**src/rtl/uart_debug_controller.sv**
```systemverilog
// Debug sequencer between a 32-bit UART and the MIPS core: program load, single-step,
// free-run and a PC/register/data-memory dump to the host.
module uart_debug_controller #(
  parameter int          NB_DATA      = 32,
  parameter int          NB_BYTE      = 8,
  parameter int          NB_REG_ADDR  = 5,
  parameter int          NB_IMEM_ADDR = 8,
  parameter int          NB_DMEM_ADDR = 8,
  parameter int          N_DMEM_DUMP  = 16,
  parameter logic [31:0] HALT_INSTR   = 32'hFFFF_FFFF,
  parameter logic [7:0]  CMD_LOAD     = 8'h4C,
  parameter logic [7:0]  CMD_STEP     = 8'h53,
  parameter logic [7:0]  CMD_RUN      = 8'h52
) (
  input  logic                    i_clock,
  input  logic                    i_reset,
  input  logic [NB_BYTE-1:0]      i_rx_data,
  input  logic                    i_rx_done_pulse,
  input  logic                    i_tx_done_32b_pulse,
  output logic [NB_DATA-1:0]      o_tx_data,
  output logic                    o_tx_start_32b,
  output logic                    o_cpu_enable,
  output logic                    o_cpu_reset,
  input  logic                    i_cpu_halt,
  input  logic [NB_DATA-1:0]      i_pc,
  output logic                    o_imem_wr_en,
  output logic [NB_IMEM_ADDR-1:0] o_imem_wr_addr,
  output logic [NB_DATA-1:0]      o_imem_wr_data,
  output logic [NB_REG_ADDR-1:0]  o_reg_rd_addr,
  input  logic [NB_DATA-1:0]      i_reg_rd_data,
  output logic [NB_DMEM_ADDR-1:0] o_dmem_rd_addr,
  input  logic [NB_DATA-1:0]      i_dmem_rd_data
);

  localparam logic [3:0] IDLE       = 4'd0;
  localparam logic [3:0] LOAD_BYTE  = 4'd1;
  localparam logic [3:0] LOAD_WRITE = 4'd2;
  localparam logic [3:0] LOAD_ACK   = 4'd3;
  localparam logic [3:0] STEP       = 4'd4;
  localparam logic [3:0] RUN        = 4'd5;
  localparam logic [3:0] DUMP_ADDR  = 4'd6;
  localparam logic [3:0] DUMP_LATCH = 4'd7;
  localparam logic [3:0] DUMP_SEND  = 4'd8;
  localparam logic [3:0] DUMP_WAIT  = 4'd9;

  localparam int N_REGS  = 1 << NB_REG_ADDR;
  localparam int N_WORDS = 1 + N_REGS + N_DMEM_DUMP;
  localparam int IDX_W   = $clog2(N_WORDS + 1);

  localparam logic [IDX_W-1:0]        IDX_LAST  = IDX_W'(N_WORDS - 1);
  localparam logic [IDX_W-1:0]        IDX_ONE   = IDX_W'(1);
  localparam logic [IDX_W-1:0]        IDX_REGS  = IDX_W'(N_REGS);
  localparam logic [NB_IMEM_ADDR-1:0] IMEM_LAST = '1;
  localparam logic [NB_IMEM_ADDR-1:0] IMEM_ONE  = NB_IMEM_ADDR'(1);
  localparam logic [NB_IMEM_ADDR:0]   WW_ONE    = (NB_IMEM_ADDR+1)'(1);

  logic [3:0]              state;
  logic [1:0]              byte_cnt;
  logic [NB_DATA-1:0]      word;
  logic [NB_IMEM_ADDR:0]   words_written;
  logic [IDX_W-1:0]        idx;

  // Dump word index 0 is the PC, 1..N_REGS the registers, the rest the dmem window.
  function automatic logic [NB_REG_ADDR-1:0] reg_addr_of(input logic [IDX_W-1:0] i);
    logic [IDX_W-1:0] t;
    t = i - IDX_ONE;
    return (i >= IDX_ONE && i <= IDX_REGS) ? t[NB_REG_ADDR-1:0] : '0;
  endfunction

  function automatic logic [NB_DMEM_ADDR-1:0] dmem_addr_of(input logic [IDX_W-1:0] i);
    logic [IDX_W-1:0] t;
    t = i - IDX_REGS - IDX_ONE;
    return (i > IDX_REGS) ? NB_DMEM_ADDR'(t) : '0;
  endfunction

  always_ff @(posedge i_clock) begin
    if (i_reset) begin
      state          <= IDLE;
      byte_cnt       <= '0;
      word           <= '0;
      words_written  <= '0;
      idx            <= '0;
      o_tx_data      <= '0;
      o_tx_start_32b <= 1'b0;
      o_cpu_enable   <= 1'b0;
      o_cpu_reset    <= 1'b0;
      o_imem_wr_en   <= 1'b0;
      o_imem_wr_addr <= '0;
      o_imem_wr_data <= '0;
      o_reg_rd_addr  <= '0;
      o_dmem_rd_addr <= '0;
    end else begin
      o_tx_start_32b <= 1'b0;
      o_cpu_enable   <= 1'b0;
      o_cpu_reset    <= 1'b0;
      o_imem_wr_en   <= 1'b0;
      case (state)
        IDLE: begin
          if (i_rx_done_pulse) begin
            if (i_rx_data == CMD_LOAD) begin
              o_cpu_reset    <= 1'b1;
              o_imem_wr_addr <= '0;
              words_written  <= '0;
              byte_cnt       <= '0;
              state          <= LOAD_BYTE;
            end else if (i_rx_data == CMD_STEP) begin
              o_cpu_enable <= 1'b1;
              state        <= STEP;
            end else if (i_rx_data == CMD_RUN) begin
              o_cpu_enable <= 1'b1;
              state        <= RUN;
            end
          end
        end
        LOAD_BYTE: begin
          if (i_rx_done_pulse) begin
            word     <= {word[NB_DATA-NB_BYTE-1:0], i_rx_data};
            byte_cnt <= byte_cnt + 2'd1;
            if (byte_cnt == 2'd3) begin
              o_imem_wr_en   <= 1'b1;
              o_imem_wr_data <= {word[NB_DATA-NB_BYTE-1:0], i_rx_data};
              state          <= LOAD_WRITE;
            end
          end
        end
        LOAD_WRITE: begin
          words_written <= words_written + WW_ONE;
          // The last address does not wrap: a full memory ends the load like a halt word.
          if (o_imem_wr_data == HALT_INSTR || o_imem_wr_addr == IMEM_LAST) begin
            o_tx_data      <= NB_DATA'(words_written + WW_ONE);
            o_tx_start_32b <= 1'b1;
            state          <= LOAD_ACK;
          end else begin
            o_imem_wr_addr <= o_imem_wr_addr + IMEM_ONE;
            state          <= LOAD_BYTE;
          end
        end
        LOAD_ACK: begin
          if (i_tx_done_32b_pulse) state <= IDLE;
        end
        STEP, RUN: begin
          if (state == RUN && !i_cpu_halt) begin
            o_cpu_enable <= 1'b1;
          end else begin
            idx            <= '0;
            o_reg_rd_addr  <= reg_addr_of('0);
            o_dmem_rd_addr <= dmem_addr_of('0);
            state          <= DUMP_ADDR;
          end
        end
        DUMP_ADDR: state <= DUMP_LATCH;
        DUMP_LATCH: begin
          if (idx == '0)            o_tx_data <= i_pc;
          else if (idx <= IDX_REGS) o_tx_data <= i_reg_rd_data;
          else                      o_tx_data <= i_dmem_rd_data;
          o_tx_start_32b <= 1'b1;
          state          <= DUMP_SEND;
        end
        DUMP_SEND: state <= DUMP_WAIT;
        DUMP_WAIT: begin
          if (i_tx_done_32b_pulse) begin
            if (idx == IDX_LAST) begin
              state <= IDLE;
            end else begin
              idx            <= idx + IDX_ONE;
              o_reg_rd_addr  <= reg_addr_of(idx + IDX_ONE);
              o_dmem_rd_addr <= dmem_addr_of(idx + IDX_ONE);
              state          <= DUMP_ADDR;
            end
          end
        end
        default: state <= IDLE;
      endcase
    end
  end

endmodule

```
**config.mk**
```make
export PLATFORM = sky130hd
export DESIGN_NAME = uart_debug_controller
export DESIGN_NICKNAME = d
export VERILOG_FILES = /design/src/rtl/uart_debug_controller.sv
export SDC_FILE = /design/constraint.sdc
export NUM_CORES = 1
export LEC_CHECK = 0
export ABC_AREA = 1
export BUFFER_PORTS_ARGS = -buffer_cell sky130_fd_sc_hd__buf_2
export CAP_MARGIN = 20
export CORE_UTILIZATION = 52
export CTS_CLUSTER_DIAMETER = 80
export CTS_CLUSTER_SIZE = 25
export DETAILED_ROUTE_END_ITERATION = 6
export HOLD_SLACK_MARGIN = 0.06
export MAX_ROUTING_LAYER = met4
export PLACE_DENSITY = 0.9
export SYNTH_ARGS = -nofsm -noshare
export SYNTH_HDL_FRONTEND = slang
export SYNTH_SLANG_ARGS = --single-unit
```
**constraint.sdc**
```tcl
create_clock -name i_clock -period 2.6 [get_ports i_clock]
set_clock_uncertainty 0.2 [all_clocks]
set_input_delay 0.52 -clock i_clock [delete_from_list [all_inputs] [get_ports i_clock]]
set_output_delay 0.52 -clock i_clock [all_outputs]
set_load 0.005 [all_outputs]
```
Word level (Yosys, flattened, before mapping)
Index checks and enable logic that the tools add are counted.

Register bits: 134. Word-level logic and storage cells: 128. Input bits: 109. RAM bits: 0. Output and inout port bits: 89. Latch bits: 0. Bits in read-only memories: 0. Memories: 0.

Eq/ne operators: 27. Reduce and logical (&&, ||, !) cells: 21. Multiplexer cells: 51. Multiply operators: 0. Shift operators: 0. Bitwise gates (word level): 3. Add/sub/neg operators: 8. Div/mod/pow operators: 0. $lt $le $gt $ge: 4.

Operators by type and width (number): $mux 32 (3); $pmux 32 s2 (1); $mux 8 (6); $mux 4 (9); $pmux 4 s9 (1); $eq 32x32->1 const B (1); $pmux 8 s2 (2); $eq 8x7->1 const B (3); $mux 6 (4); $mux 5 (4); $ne 2x2->1 const B (10); $mux 9 (2); $pmux 9 s2 (1); $eq 4x3->1 const B (4); $le 6x6->1 const B (2); $pmux 6 s2 (1); $reduce_and 4->1 (3); $add 9x1->10 const B (1); $pmux 5 s2 (1); $add 9x1->9 const B (1); $add 8x1->8 const B (1); $eq 4x2->1 const B (2); $eq 4x4->1 const B (2); $eq 8x8->1 const B (1); other kinds (28) (48).

Longest topological paths before layout
Gate-level depths: netlist of run 1.

Depth after elaboration: 7. Gate-level depth with buffers: 11. Depth with buffers taken out: 11.

Least setup slack after synthesis of run 1
Ideal clock, no wire load.

Path type: register -> register. Start point: register idx[0]. End point: register o_reg_rd_addr[3]. Data required time: 2.333 ns. Slack: 0.692 ns. Setup time: 0.067 ns. Period minus slack after synthesis: 1.908 ns. Stages on the path, launching flop included: 9. Data arrival time: 1.641 ns. Path through: dfxtp_1 -> inv_2 -> ha_1 -> or2_0 -> o21ai_1 -> nand2_1 -> nor2_2 -> nand3_1 -> a21oi_2.

Word-level cells in the longest chain between the ends: 7. Elaborated cells between the ends (all ways): 12. Classes of those cells: add/sub: 2; order compare: 2; eq/ne: 2; mux: 4; reduce/logical: 2.

RTL lines: start: declaration (line 61) `logic [IDX_W-1:0] idx;`; start signal: assignment (line 165) `idx <= idx + IDX_ONE;`; $add 6x1->6 (line 166) `o_reg_rd_addr <= reg_addr_of(idx + IDX_ONE);`; $ge 6x1->1 or $le 6x6->1 (tied branches) (line 67) `return (i >= IDX_ONE && i <= IDX_REGS) ? t[NB_REG_ADDR-1:0] : '0;`; $logic_and 1x1->1 (line 67); $mux 5 (line 67); $mux 5 (line 162) `if (idx == IDX_LAST) begin`; $mux 5 (line 161) `if (i_tx_done_32b_pulse) begin`; $pmux 5 s2 (line 97) `case (state)`; end signal: assignment (line 146) `o_reg_rd_addr <= reg_addr_of('0);`; end signal: assignment (line 166); end: declaration (line 29) `output logic [NB_REG_ADDR-1:0] o_reg_rd_addr,`.

Several ways; a longest one is shown, not always the timed one. The select of a mux whose other input is x is not followed. A chain may end at the register's enable or synchronous reset.

Final worst setup path of run 1
Start point: register o_imem_wr_addr[0]. End point: register o_tx_data[2].

Word-level cells in the longest chain between the ends: 4.

RTL lines: start: declaration (line 27) `output logic [NB_IMEM_ADDR-1:0] o_imem_wr_addr,`; start signal: assignment (line 134) `o_imem_wr_addr <= o_imem_wr_addr + IMEM_ONE;`; $eq 8x8->1 (line 129) `if (o_imem_wr_data == HALT_INSTR || o_imem_wr_addr == IMEM_LAST) begin`; $logic_or 1x1->1 (line 129); $ne 2x2->1 (no line); $reduce_and 2->1 (no line); end signal: assignment (line 130) `o_tx_data <= NB_DATA'(words_written + WW_ONE);`; end signal: assignment (line 153) `if (idx == '0) o_tx_data <= i_pc;`; end signal: assignment (line 154) `else if (idx <= IDX_REGS) o_tx_data <= i_reg_rd_data;`; end: declaration (line 20) `output logic [NB_DATA-1:0] o_tx_data,`.

No other way between the ends.

==> impl_metrics.prom, run 1 <==
# TYPE chip_impl_metric gauge
chip_impl_metric{name="tightest_slew",unit="ns"} 0.7038
chip_impl_metric{name="timing_max_transition_violations_final",unit=""} 0
chip_impl_metric{name="sequential_cell_area_in_the_final_layout",unit="sq mm"} 0.002643
chip_impl_metric{name="wl_per_cell",unit="microns"} 13.27
chip_impl_metric{name="fraction_of_layout_cells_with_a_size_suffix_above_1",unit="%"} 25.77
chip_impl_metric{name="num_vias",unit=""} 7162
chip_impl_metric{name="setup_violations",unit=""} 0
chip_impl_metric{name="cp.buffers_inverters",unit=""} 1
chip_impl_metric{name="drt_first_pass_iters",unit=""} 7
chip_impl_metric{name="num_rows",unit=""} 41
chip_impl_metric{name="drt-vias-per-instance",unit=""} 5.345
chip_impl_metric{name="floorplan.initialDensity",unit="%"} 53.62
chip_impl_metric{name="relSlewSlack",unit="%"} 53.03
chip_impl_metric{name="io_pins",unit=""} 198
chip_impl_metric{name="final_min_period_over_clock_period",unit="%"} 84.28
chip_impl_metric{name="syn_area",unit="sq mm"} 0.006822
chip_impl_metric{name="seq_area_frac_synth",unit="%"} 38.74
chip_impl_metric{name="wire_length_of_the_first_global_routing_pass",unit="mm"} 27.94
chip_impl_info{name="tritoncts",value="yes"} 1
chip_impl_metric{name="detailed_place.area",unit="sq mm"} 0.007820
chip_impl_metric{name="routed_wirelength",unit="mm"} 17.78
chip_impl_metric{name="synth_xor_area_share",unit="%"} 0.8988
chip_impl_metric{name="worst_skew_pair.late_latency",unit="ns"} 0.42
chip_impl_metric{name="cts_resized",unit=""} 0
chip_impl_metric{name="timing.final.hold_violations",unit=""} 0
chip_impl_metric{name="place_hpwl",unit="mm"} 12.53
chip_impl_metric{name="syn_to_final_growth",unit="%"} 23.29
chip_impl_metric{name="cap_viol_max_count",unit=""} 0
chip_impl_metric{name="first_global_vias",unit=""} 6052
chip_impl_metric{name="clock-sinks",unit=""} 132
chip_impl_metric{name="cts_hold_buffers",unit=""} 0
chip_impl_metric{name="fin_util",unit="%"} 66.11
chip_impl_info{name="worst_hold_path_type",value="input port to flip-flop"} 1
chip_impl_metric{name="placement.io_buffers",unit=""} 195
chip_impl_info{name="layout_commonest_cell",value="nand2_1"} 1
chip_impl_metric{name="clk_pin_slew",unit="ns"} 0.06
chip_impl_metric{name="setup_tns",unit="ns"} 0
chip_impl_metric{name="final_area",unit="sq mm"} 0.008411
chip_impl_metric{name="clockBufferDepth",unit=""} 2
chip_impl_metric{name="global_route.usage.total",unit="%"} 26.80
chip_impl_metric{name="critical-path-max-stage-delay",unit="ns"} 0.41
chip_impl_info{name="crit_top_cell",value="nand2_1"} 1
chip_impl_metric{name="cts_max_level",unit=""} 4
chip_impl_metric{name="post_synth_inst_count",unit=""} 983
chip_impl_metric{name="antenna_found_initial",unit=""} 0
chip_impl_metric{name="final_period_minus_worst_setup_slack",unit="ns"} 2.191
chip_impl_metric{name="critical_path_required",unit="ns"} 2.75
chip_impl_info{name="critical_path.endpoint_type",value="flip-flop"} 1
chip_impl_metric{name="core_area",unit="sq mm"} 0.01272
chip_impl_metric{name="setup_slack",unit="ns"} 0.4088
chip_impl_info{name="slowest_stage",value="nand2_2"} 1
chip_impl_metric{name="insertedDiodeCount",unit=""} 0
chip_impl_metric{name="design_power_total",unit="mW"} 4.624
chip_impl_metric{name="gp_congestion",unit=""} 0.9136
chip_impl_metric{name="synthDistinctLibCells",unit=""} 39
chip_impl_metric{name="synth_compound_gate_area_share",unit="%"} 13.39
chip_impl_metric{name="p_leak",unit="nW"} 3.649
chip_impl_metric{name="tritoncts.num_buffers",unit=""} 17
chip_impl_metric{name="ir_drop",unit="mV"} 0.4381
chip_impl_metric{name="synthAdderAreaFrac",unit="%"} 1.284
chip_impl_metric{name="post-route-drc-count",unit=""} 0
chip_impl_metric{name="yosys-mux-area-fraction",unit="%"} 0
chip_impl_metric{name="max_freq",unit="MHz"} 456.4
chip_impl_metric{name="synth_simple_gate_area_share",unit="%"} 37.38
chip_impl_info{name="layout_common_cells",value="236 x nand2_1, 194 x buf_2, 159 x nand3_1"} 1
chip_impl_metric{name="dp_slack",unit="ns"} 0.3669
chip_impl_metric{name="floorplan.die_area",unit="sq mm"} 0.01358
chip_impl_metric{name="globalRoute.totalOverflow",unit=""} 0
chip_impl_info{name="worstPathCellList",value="ha_1 > nand2_1 > inv_1 > nand3_1 > nand2_1 > nand2_2 > nand3b_1 > nand2_1 > nor2_1"} 1
chip_impl_metric{name="finalNetCount",unit=""} 1271
chip_impl_metric{name="drt.antenna.violating_nets",unit=""} 0
chip_impl_metric{name="postCtsSetupRepairBufs",unit=""} 0
chip_impl_info{name="critPathKind",value="flip-flop to flip-flop"} 1
chip_impl_metric{name="postSynthAreaPerCell",unit="sq um"} 6.940
chip_impl_metric{name="multiInputGateArea",unit="sq mm"} 0.003620
chip_impl_metric{name="synth-seq-cells",unit=""} 132
chip_impl_info{name="outcome",value="complete, no violations"} 1
chip_impl_metric{name="worst-endpoint-arrival",unit="ns"} 2.34
chip_impl_metric{name="drt_iter0_markers",unit=""} 428
chip_impl_metric{name="die_span_in_y",unit="microns"} 116.5
chip_impl_info{name="combinational_family_with_the_most_area_after_synthesis",value="simple AND/OR/NAND/NOR gates"} 1
chip_impl_metric{name="power_density",unit="mW/mm^2"} 549.8
chip_impl_metric{name="path_max_fanout",unit=""} 33
chip_impl_metric{name="fillerInstances",unit=""} 1175
chip_impl_metric{name="grt_start_max_net_pins",unit=""} 48
chip_impl_info{name="rsz_0062_raised_after_global_routing",value="no"} 1
chip_impl_info{name="crit_family",value="simple AND/OR/NAND/NOR gates"} 1
chip_impl_info{name="setup.worst_path.start_class",value="flip-flop"} 1
chip_impl_info{name="clock-root-buffer",value="clkbuf_16"} 1
chip_impl_metric{name="die_w",unit="microns"} 116.5
chip_impl_metric{name="yosysWarningCount",unit=""} 0
synthesized netlist by cell type (all sizes together):
library cell	instances	area share, %
nand3	163	12
ha	7	1.3
a21oi	107	8.1
nor2	112	7.2
xnor2	2	0.26
nand4	7	0.86
clkbuf	18	0.99
o211ai	23	2.5
conb	1	0.055
o21ai	29	2.6
nor3	7	0.51
clkinv	1	0.13
nand3b	11	1.2
or2	3	0.28
dfxtp	132	39
buf	42	3.8
inv	60	3.3
xor2	5	0.64
a22oi	1	0.11
and2	1	0.092
nand2	251	15
metrics by stage:
stage | std cells | hold slack [ns]
detailed placement | 1308 | 0.2558
global placement | 1308 | 0.2482
global route | 1340 | 0.1500
finish | 1340 | 0.1448
floorplan | 984 | 0.2390
CTS | 1340 | 0.1310
registers in the layout (all words and copies together), names as in the netlist:
name	cells
words_written	9
o_dmem_rd_addr	6
o_tx_data	32
o_imem_wr_data	32
o_reg_rd_addr	5
o_tx_start_32b	1
word	24
o_imem_wr_addr	8
o_cpu_enable	1
idx	6
state	4
o_cpu_reset	1
o_imem_wr_en	1
byte_cnt	2
layer usage:
metal,routed length (microns),track usage (%),vias up
met3,983,5.397,29
met4,315,10.38,0
met5,0,-,-
li1,-,-,3596
met1,7553,31.27,3302
met2,8925,45.25,235
worst register-to-register path, delay by kind of cell (launching register included):
family,cells,cell delay [ns]
simple gates,7,1.19
flops,1,0.39
fa+ha+maj,1,0.23
buf+inv,1,0.12
area by class of cell:
class | instances | share of cell area [%]
Multi-Input combinational cell | 731 | 43.04
Sequential cell | 132 | 31.42
Timing Repair Buffer | 212 | 13.15
Clock buffer | 19 | 5.266
Inverter | 61 | 2.812
Tap cell | 172 | 2.559
Clock inverter | 13 | 1.755
where the power goes:
| part | switching [mW] | internal [mW] |
|---|---|---|
| Sequential | 0.00762 | 2.03 |
| Combinational | 0.127 | 0.0948 |
| Clock | 0.915 | 1.45 |
| Total | 1.05 | 3.57 |
cells by family after synthesis:
logic type | after synthesis
AOI/OAI and AO/OA | 160
other | 1
DFF | 132
buffers and inverters | 121
xor gates and xnor gates | 7
adders and majority gates | 7
and+or+nand+nor | 555
path summary, 6_finish.rpt:
path                                   startpoint           endpoint  slack [ns]  depth (start not counted)
worst min register to register            word[6]           word[14]        0.26                          2
worst min-delay path                 i_rx_data[2]  o_imem_wr_data[2]        0.14                          3
worst max register to register  o_imem_wr_addr[0]       o_tx_data[2]        0.41                          9
worst max-delay path            o_imem_wr_addr[0]       o_tx_data[2]        0.41                          9
No activity file was read; power rests on OpenSTA's default activity.
==> run 2, diff against run 1 <==
- CORE_UTILIZATION: 52 -> 47
- PLACE_DENSITY: 0.9 -> 0.86
- clock period: 2.6 -> 1.95 ns (I/O delays scaled with it)
==> run 2 against run 1 <==
Against the previous run: utilization fell by 3.1 points; worst hold slack got worse by 0.065 ns; wire length rose by 14%; worst setup slack got worse by 0.35 ns; non-clock buffer count rose by 34; clock power rose by 28%; clock-buffer cell count did not move; register-to-register slack got worse by 0.30 ns; final cell count rose by 3.1%; final area rose by 5.2%.
==> impl_metrics.prom, run 2 (synthesis results as in run 1) <==
# TYPE chip_impl_metric gauge
chip_impl_info{name="clock-root-buffer",value="clkbuf_16"} 1
chip_impl_metric{name="core_area",unit="sq mm"} 0.01404
chip_impl_metric{name="relSlewSlack",unit="%"} 62.70
chip_impl_metric{name="drt_iter0_markers",unit=""} 736
chip_impl_metric{name="global_route.usage.total",unit="%"} 27.24
chip_impl_info{name="layout_top_registers",value="o_imem_wr_data x32, o_tx_data x32, word x24"} 1
chip_impl_info{name="setup.worst_path.start_class",value="input port"} 1
chip_impl_metric{name="post-route-drc-count",unit=""} 0
chip_impl_metric{name="design_power_total",unit="mW"} 6.078
chip_impl_metric{name="path_max_fanout",unit=""} 10
chip_impl_metric{name="wl_per_cell",unit="microns"} 14.67
chip_impl_metric{name="setup_slack",unit="ns"} 0.06127
chip_impl_metric{name="worst-endpoint-arrival",unit="ns"} 2.00
chip_impl_metric{name="die_w",unit="microns"} 122.5
chip_impl_info{name="worst_hold_path_type",value="input port to flip-flop"} 1
chip_impl_metric{name="drt.antenna.violating_nets",unit=""} 0
chip_impl_metric{name="gp_congestion",unit=""} 0.8777
chip_impl_metric{name="final_period_minus_worst_setup_slack",unit="ns"} 1.889
chip_impl_metric{name="clockBufferDepth",unit=""} 2
chip_impl_metric{name="globalRoute.totalOverflow",unit=""} 0
chip_impl_metric{name="timing.hold.worst_path_depth",unit=""} 3
chip_impl_metric{name="p_leak",unit="nW"} 3.851
chip_impl_metric{name="cap_viol_max_count",unit=""} 0
chip_impl_metric{name="critical_path_required",unit="ns"} 2.06
chip_impl_info{name="slowest_stage",value="dlygate4sd3_1"} 1
chip_impl_info{name="worstPathCellList",value="dlygate4sd3_1 > buf_2 > nand2_1 > inv_1 > nand4_1 > nand2_2 > nand3_2 > buf_6 > a22oi_1 > nor2_1"} 1
chip_impl_info{name="tritoncts",value="yes"} 1
chip_impl_metric{name="wire_length_of_the_first_global_routing_pass",unit="mm"} 31.48
chip_impl_metric{name="dpl.cell_count",unit=""} 1342
chip_impl_metric{name="timing.final.hold_violations",unit=""} 0
chip_impl_metric{name="routed_wirelength",unit="mm"} 20.28
chip_impl_metric{name="num_rows",unit=""} 43
chip_impl_info{name="critical_path.endpoint_type",value="flip-flop"} 1
chip_impl_metric{name="fraction_of_layout_cells_with_a_size_suffix_above_1",unit="%"} 28.62
chip_impl_metric{name="tritoncts.num_buffers",unit=""} 17
chip_impl_metric{name="dp_slack",unit="ns"} -0.1048
chip_impl_metric{name="first_global_vias",unit=""} 6695
chip_impl_metric{name="max_freq",unit="MHz"} 529.5
chip_impl_metric{name="detailed_place.area",unit="sq mm"} 0.008125
chip_impl_metric{name="placement.io_buffers",unit=""} 195
chip_impl_metric{name="fin_util",unit="%"} 63.00
chip_impl_metric{name="syn_to_final_growth",unit="%"} 29.68
chip_impl_metric{name="worst_skew_pair.late_latency",unit="ns"} 0.43
chip_impl_metric{name="drt-vias-per-instance",unit=""} 5.402
chip_impl_metric{name="tightest_slew",unit="ns"} 0.5595
chip_impl_metric{name="final_min_period_over_clock_period",unit="%"} 96.86
chip_impl_metric{name="clock-sinks",unit=""} 132
chip_impl_metric{name="floorplan.die_area",unit="sq mm"} 0.01500
chip_impl_info{name="layout_common_cells",value="234 x nand2_1, 193 x buf_2, 159 x nand3_1"} 1
chip_impl_metric{name="critical-path-max-stage-delay",unit="ns"} 0.54
chip_impl_metric{name="setup_violations",unit=""} 0
chip_impl_metric{name="hold_slack_final",unit="ns"} 0.07988
chip_impl_metric{name="finalNetCount",unit=""} 1305
chip_impl_metric{name="multiInputGateArea",unit="sq mm"} 0.003685
chip_impl_metric{name="layout.cells.non_filler",unit=""} 1382
chip_impl_metric{name="num_vias",unit=""} 7465
chip_impl_metric{name="die_span_in_y",unit="microns"} 122.5
chip_impl_metric{name="fillerInstances",unit=""} 1234
chip_impl_metric{name="ir_drop",unit="mV"} 0.8084
chip_impl_metric{name="sequential_cell_area_in_the_final_layout",unit="sq mm"} 0.002649
chip_impl_metric{name="clk_pin_slew",unit="ns"} 0.07
chip_impl_metric{name="timing_max_transition_violations_final",unit=""} 0
chip_impl_metric{name="drt_first_pass_iters",unit=""} 6
chip_impl_info{name="layout_commonest_cell",value="nand2_1"} 1
chip_impl_metric{name="cts_max_level",unit=""} 4
chip_impl_metric{name="worstRegToRegCells",unit=""} 11
chip_impl_info{name="outcome",value="complete, no violations"} 1
chip_impl_metric{name="io_pins",unit=""} 198
chip_impl_metric{name="setup_tns",unit="ns"} 0
chip_impl_info{name="rsz_0062_raised_after_global_routing",value="yes"} 1
chip_impl_info{name="critPathKind",value="input port to flip-flop"} 1
chip_impl_metric{name="place_hpwl",unit="mm"} 14.03
chip_impl_metric{name="grt_start_max_net_pins",unit=""} 99
chip_impl_metric{name="floorplan.initialDensity",unit="%"} 48.58
chip_impl_metric{name="power_density",unit="mW/mm^2"} 687.1
chip_impl_metric{name="antenna_found_initial",unit=""} 0
chip_impl_metric{name="final_area",unit="sq mm"} 0.008846
chip_impl_metric{name="insertedDiodeCount",unit=""} 0
-- run 2: cell types whose count changed in the layout (fill, tap and decap cells not counted), sizes merged --
cell	before	now
buf	212	239
bufinv	2	0
dlygate4sd3	0	7
inv	64	66
-- run 2: final timing paths --
path,from,slack [ns],to
max,i_rx_data[3],0.06,words_written[2]
min,i_rx_data[5],0.08,o_imem_wr_data[5]
max reg2reg,idx[0],0.11,o_tx_data[4]
min reg2reg,word[17],0.26,word[17]
-- run 2: timing repair --
item                                    in CTS  in global routing
endpoints found under the hold margin        8                  0
resized for setup                            1                 24
pin swaps                                    0                  5
hold buffers                                 7                  0
endpoints found under the setup margin      11                 48
setup buffers                                0                  2
-- run 2: report_power, final --
group          leakage (nW)  total [mW]  switching (mW)  internal (mW)
clock                 0.261        3.02            1.32           1.70
combinational          2.52       0.341           0.195          0.147
sequential             1.07        2.72         0.00939           2.71
total                  3.85        6.08            1.53           4.55
-- run 2: area by class of cell --
type / instances / share of cell area (%)
clock buffer: 19 / 5.007
clock inverter: 13 / 1.287
inverter: 61 / 2.730
multi-input combinational: 731 / 41.65
sequential: 132 / 29.94
tap: 180 / 2.546
timing repair buffer: 246 / 16.83
-- run 2: layer usage --
metal	part of all wire (%)	routed length (microns)	vias up	global-route usage (%)
met4	3.4	680	0	12.35
li1	-	-	3659	-
met1	43	8640	3453	33.97
met3	5.6	1133	68	6.227
met5	0	0	-	-
met2	48	9822	285	41.78
-- run 2: critical path, delay by kind of cell --
kind / cells / cell delay (ns)
buf+inv: 4 / 0.91
simple gates: 5 / 0.55
compound gates: 1 / 0.14
==> run 3, diff against run 2 <==
- ABC_AREA: 1 -> 0
- PLACE_DENSITY: 0.86 -> 0.87
- REMOVE_ABC_BUFFERS: default -> 1
==> run 3 against run 2 <==
Against the previous run: the flow now finishes with violations (setup timing); synthesized cell count down 17%; clock-buffer cell count rose by 4; critical path depth increased by 1; area after synthesis is 2.6% lower; sequential power barely moved; clock power grew 8.9%; critical endpoint is now o_tx_data[9].
==> impl_metrics.prom, run 3 <==
# TYPE chip_impl_metric gauge
chip_impl_metric{name="ir_drop",unit="mV"} 0.5900
chip_impl_info{name="crit_start",value="idx[0]"} 1
chip_impl_metric{name="post-route-drc-count",unit=""} 0
chip_impl_metric{name="finalNetCount",unit=""} 1233
chip_impl_metric{name="syn_area",unit="sq mm"} 0.006644
chip_impl_metric{name="critical-path-max-stage-delay",unit="ns"} 0.33
chip_impl_info{name="slowest_stage",value="dfxtp_2"} 1
chip_impl_metric{name="antenna_found_initial",unit=""} 0
chip_impl_metric{name="dp_slack",unit="ns"} -0.3583
chip_impl_metric{name="synth_top_cell_area_share",unit="%"} 39.77
chip_impl_metric{name="power_density",unit="mW/mm^2"} 637.8
chip_impl_metric{name="p_leak",unit="nW"} 4.632
chip_impl_metric{name="io_pins",unit=""} 198
chip_impl_metric{name="critical_path_required",unit="ns"} 2.06
chip_impl_metric{name="seq_area_frac_synth",unit="%"} 39.77
chip_impl_metric{name="synth-seq-cells",unit=""} 132
chip_impl_info{name="setup.worst_path.start_class",value="flip-flop"} 1
chip_impl_metric{name="drt-vias-per-instance",unit=""} 5.887
chip_impl_metric{name="drt_iter0_markers",unit=""} 696
chip_impl_info{name="clock-root-buffer",value="clkbuf_16"} 1
chip_impl_metric{name="wire_length_of_the_first_global_routing_pass",unit="mm"} 33.22
chip_impl_info{name="yosysTopAreaCell",value="dfxtp_1"} 1
chip_impl_metric{name="fin_util",unit="%"} 72.86
chip_impl_metric{name="final_period_minus_worst_setup_slack",unit="ns"} 2.171
chip_impl_info{name="r2r_end",value="o_tx_data[9]"} 1
chip_impl_info{name="synth.area.top_cells",value="dfxtp_1 40%, nand2_1 8.1%, a21oi_1 7.9%"} 1
chip_impl_metric{name="timing.final.hold_violations",unit=""} 0
chip_impl_metric{name="drt_first_pass_iters",unit=""} 5
chip_impl_metric{name="setup_violations",unit=""} 52
chip_impl_info{name="failed_checks",value="setup timing"} 1
chip_impl_metric{name="placement.io_buffers",unit=""} 195
chip_impl_metric{name="tritoncts.num_buffers",unit=""} 17
chip_impl_metric{name="globalRoute.totalOverflow",unit=""} 0
chip_impl_metric{name="cap_viol_max_count",unit=""} 0
chip_impl_metric{name="fraction_of_layout_cells_with_a_size_suffix_above_1",unit="%"} 44.20
chip_impl_metric{name="clockBufferDepth",unit=""} 2
chip_impl_metric{name="path_max_fanout",unit=""} 6
chip_impl_info{name="worst_hold_path_type",value="input port to flip-flop"} 1
chip_impl_metric{name="clk_pin_slew",unit="ns"} 0.06
chip_impl_metric{name="num_rows",unit=""} 43
chip_impl_info{name="regToRegStartpoint",value="idx[0]"} 1
chip_impl_metric{name="worst-endpoint-arrival",unit="ns"} 2.28
chip_impl_info{name="critical_path.endpoint_type",value="flip-flop"} 1
chip_impl_info{name="outcome",value="complete, but fails checks"} 1
chip_impl_metric{name="worstRegToRegCells",unit=""} 11
chip_impl_metric{name="die_span_in_y",unit="microns"} 120.9
chip_impl_info{name="rsz_0062_raised_after_global_routing",value="yes"} 1
chip_impl_metric{name="syn_to_final_growth",unit="%"} 51.64
chip_impl_metric{name="max_freq",unit="MHz"} 460.6
chip_impl_metric{name="global_route.usage.total",unit="%"} 29.67
chip_impl_metric{name="async_reset_ff_share",unit="%"} 0
chip_impl_metric{name="postSynthAreaPerCell",unit="sq um"} 8.182
chip_impl_metric{name="floorplan.die_area",unit="sq mm"} 0.01462
chip_impl_metric{name="die_w",unit="microns"} 120.9
chip_impl_metric{name="final_area",unit="sq mm"} 0.01007
chip_impl_metric{name="first_global_vias",unit=""} 7009
chip_impl_metric{name="setup_slack",unit="ns"} -0.2210
chip_impl_info{name="synth_commonest_cells",value="144 x nand2_1, 132 x dfxtp_1, 105 x a21oi_1"} 1
chip_impl_info{name="layout_commonest_cell",value="buf_2"} 1
chip_impl_metric{name="routed_wirelength",unit="mm"} 23.92
chip_impl_metric{name="final_min_period_over_clock_period",unit="%"} 111.3
chip_impl_metric{name="hold_slack_final",unit="ns"} 0.1006
chip_impl_metric{name="timing_max_transition_violations_final",unit=""} 0
chip_impl_metric{name="synth_enable_flop_cells",unit=""} 0
chip_impl_metric{name="cts_max_level",unit=""} 4
chip_impl_metric{name="post_synth_inst_count",unit=""} 812
chip_impl_metric{name="design_power_total",unit="mW"} 6.426
chip_impl_metric{name="clock-sinks",unit=""} 132
chip_impl_metric{name="wl_per_cell",unit="microns"} 18.27
chip_impl_info{name="crit_top_cell",value="buf_4"} 1
chip_impl_metric{name="gp_congestion",unit=""} 0.9004
chip_impl_metric{name="core_area",unit="sq mm"} 0.01383
chip_impl_metric{name="insertedDiodeCount",unit=""} 0
chip_impl_metric{name="num_vias",unit=""} 7706
chip_impl_info{name="critPathKind",value="flip-flop to flip-flop"} 1
chip_impl_metric{name="yosysWarningCount",unit=""} 0
chip_impl_info{name="worstPathCellList",value="inv_2 > ha_4 > nor4b_4 > buf_4 > buf_4 > clkbuf_16 > and2b_1 > a211oi_2 > a21oi_2 > o21bai_1 > a211oi_1"} 1
chip_impl_metric{name="worst_skew_pair.late_latency",unit="ns"} 0.43
chip_impl_metric{name="detailed_place.area",unit="sq mm"} 0.008594
chip_impl_metric{name="grt_start_max_net_pins",unit=""} 60
chip_impl_info{name="layout_top_registers",value="o_imem_wr_data x32, o_tx_data x32, word x24"} 1
chip_impl_metric{name="place_hpwl",unit="mm"} 14.40
chip_impl_info{name="setup.worst_path.end",value="o_tx_data[9]"} 1
chip_impl_metric{name="drt.antenna.violating_nets",unit=""} 0
chip_impl_metric{name="reg2reg_setup_slack",unit="ns"} -0.22
chip_impl_info{name="synthFlopType",value="dfxtp_1"} 1
chip_impl_info{name="dominant_cell_by_count_in_the_synthesized_netlist",value="nand2_1"} 1
chip_impl_metric{name="floorplan.initialDensity",unit="%"} 48.05
chip_impl_metric{name="synthDistinctLibCells",unit=""} 61
chip_impl_info{name="tritoncts",value="yes"} 1
chip_impl_info{name="layout_common_cells",value="194 x buf_2, 139 x nand2_1, 122 x buf_4"} 1
-- run 3: changes by cell type after synthesis, sizes merged, moves of 7 or more --
cell / previous run / this run
nand3: 163 / 12
o31ai: 0 / 7
a211oi: 0 / 36
nor2: 112 / 52
and3: 0 / 12
o211ai: 23 / 4
inv: 60 / 5
nor2b: 0 / 33
buf: 42 / 23
clkbuf: 18 / 42
mux2i: 0 / 47
a22o: 0 / 22
nand2: 251 / 144
-- run 3: power breakdown --
part | internal (mW) | total (mW) | switching [mW]
Sequential | 2.70 | 2.70 | 0.00442
Combinational | 0.218 | 0.430 | 0.212
Clock | 2.10 | 3.29 | 1.19
Total | 5.02 | 6.43 | 1.41
-- run 3: worst min-delay path by stage --
stage / startpoint / to / slack, ns / cells after the start
finish: i_rx_data[3] / o_imem_wr_data[3] / 0.10 / 3
global route: i_rx_data[3] / o_imem_wr_data[3] / 0.09 / 3
CTS: i_rx_data[3] / o_imem_wr_data[3] / 0.06 / 3
detailed placement: o_reg_rd_addr[4] / o_reg_rd_addr[4] / 0.24 / 2
global placement: o_reg_rd_addr[3] / o_reg_rd_addr[3] / 0.23 / 2
floorplan: word[16] / o_imem_wr_data[24] / 0.23 / 2
-- run 3: layout make-up --
cell class	count	area, sq um
tap	180	225.2
clock buffer	23	478.0
clock inverter	8	123.9
fill	921	3752
inverter	5	18.77
sequential	132	2676
multi-input combinational	611	4145
timing repair buffer	350	2407
-- run 3: worst max-delay path, delay by kind of cell, from the launching register on --
kind,cells,cell delay (ns)
fa+ha+maj,1,0.13
buf+inv,4,0.53
flops,1,0.33
simple gates,2,0.39
compound gates,4,0.46
-- run 3: per-stage QoR --
stage / instances / TNS (ns)
6_report: 1309 / -5.590
4_1_cts: 1294 / -2.510
2_1_floorplan: 748 / -130.05
5_1_grt: 1309 / -11.44
3_3_place_gp: 1253 / -7.913
3_5_place_dp: 1253 / -9.717
-- run 3: per-layer routing --
metal  track usage, %  routed length (microns)  vias to the layer above
met4            13.43                     1120                        0
met3            7.613                     1875                      114
li1                 -                        -                     3493
met5                -                        0                        -
met2            51.36                    11950                      444
met1            31.81                     8972                     3655
-- run 3: cell families after synthesis --
group	count (synthesis)	share of synthesized area, %
AO/OA/AOI/OAI	226	21.43
other	1	0.05644
AND/OR/NAND/NOR	311	22.84
adder cells (fa/ha/maj)	7	1.318
XOR/XNOR	13	1.714
buffers and inverters	70	4.934
flip-flops	132	39.77
multiplexers	52	7.928
-- run 3: repair_timing --
item | in CTS | in global routing
resized for setup | 63 | 100
setup endpoints to repair | 78 | 103
gates cloned | 0 | 6
endpoints found under the hold margin | 3 | 0
hold buffers | 2 | 0
buffers inserted | 8 | 11
pin swaps | 21 | 62
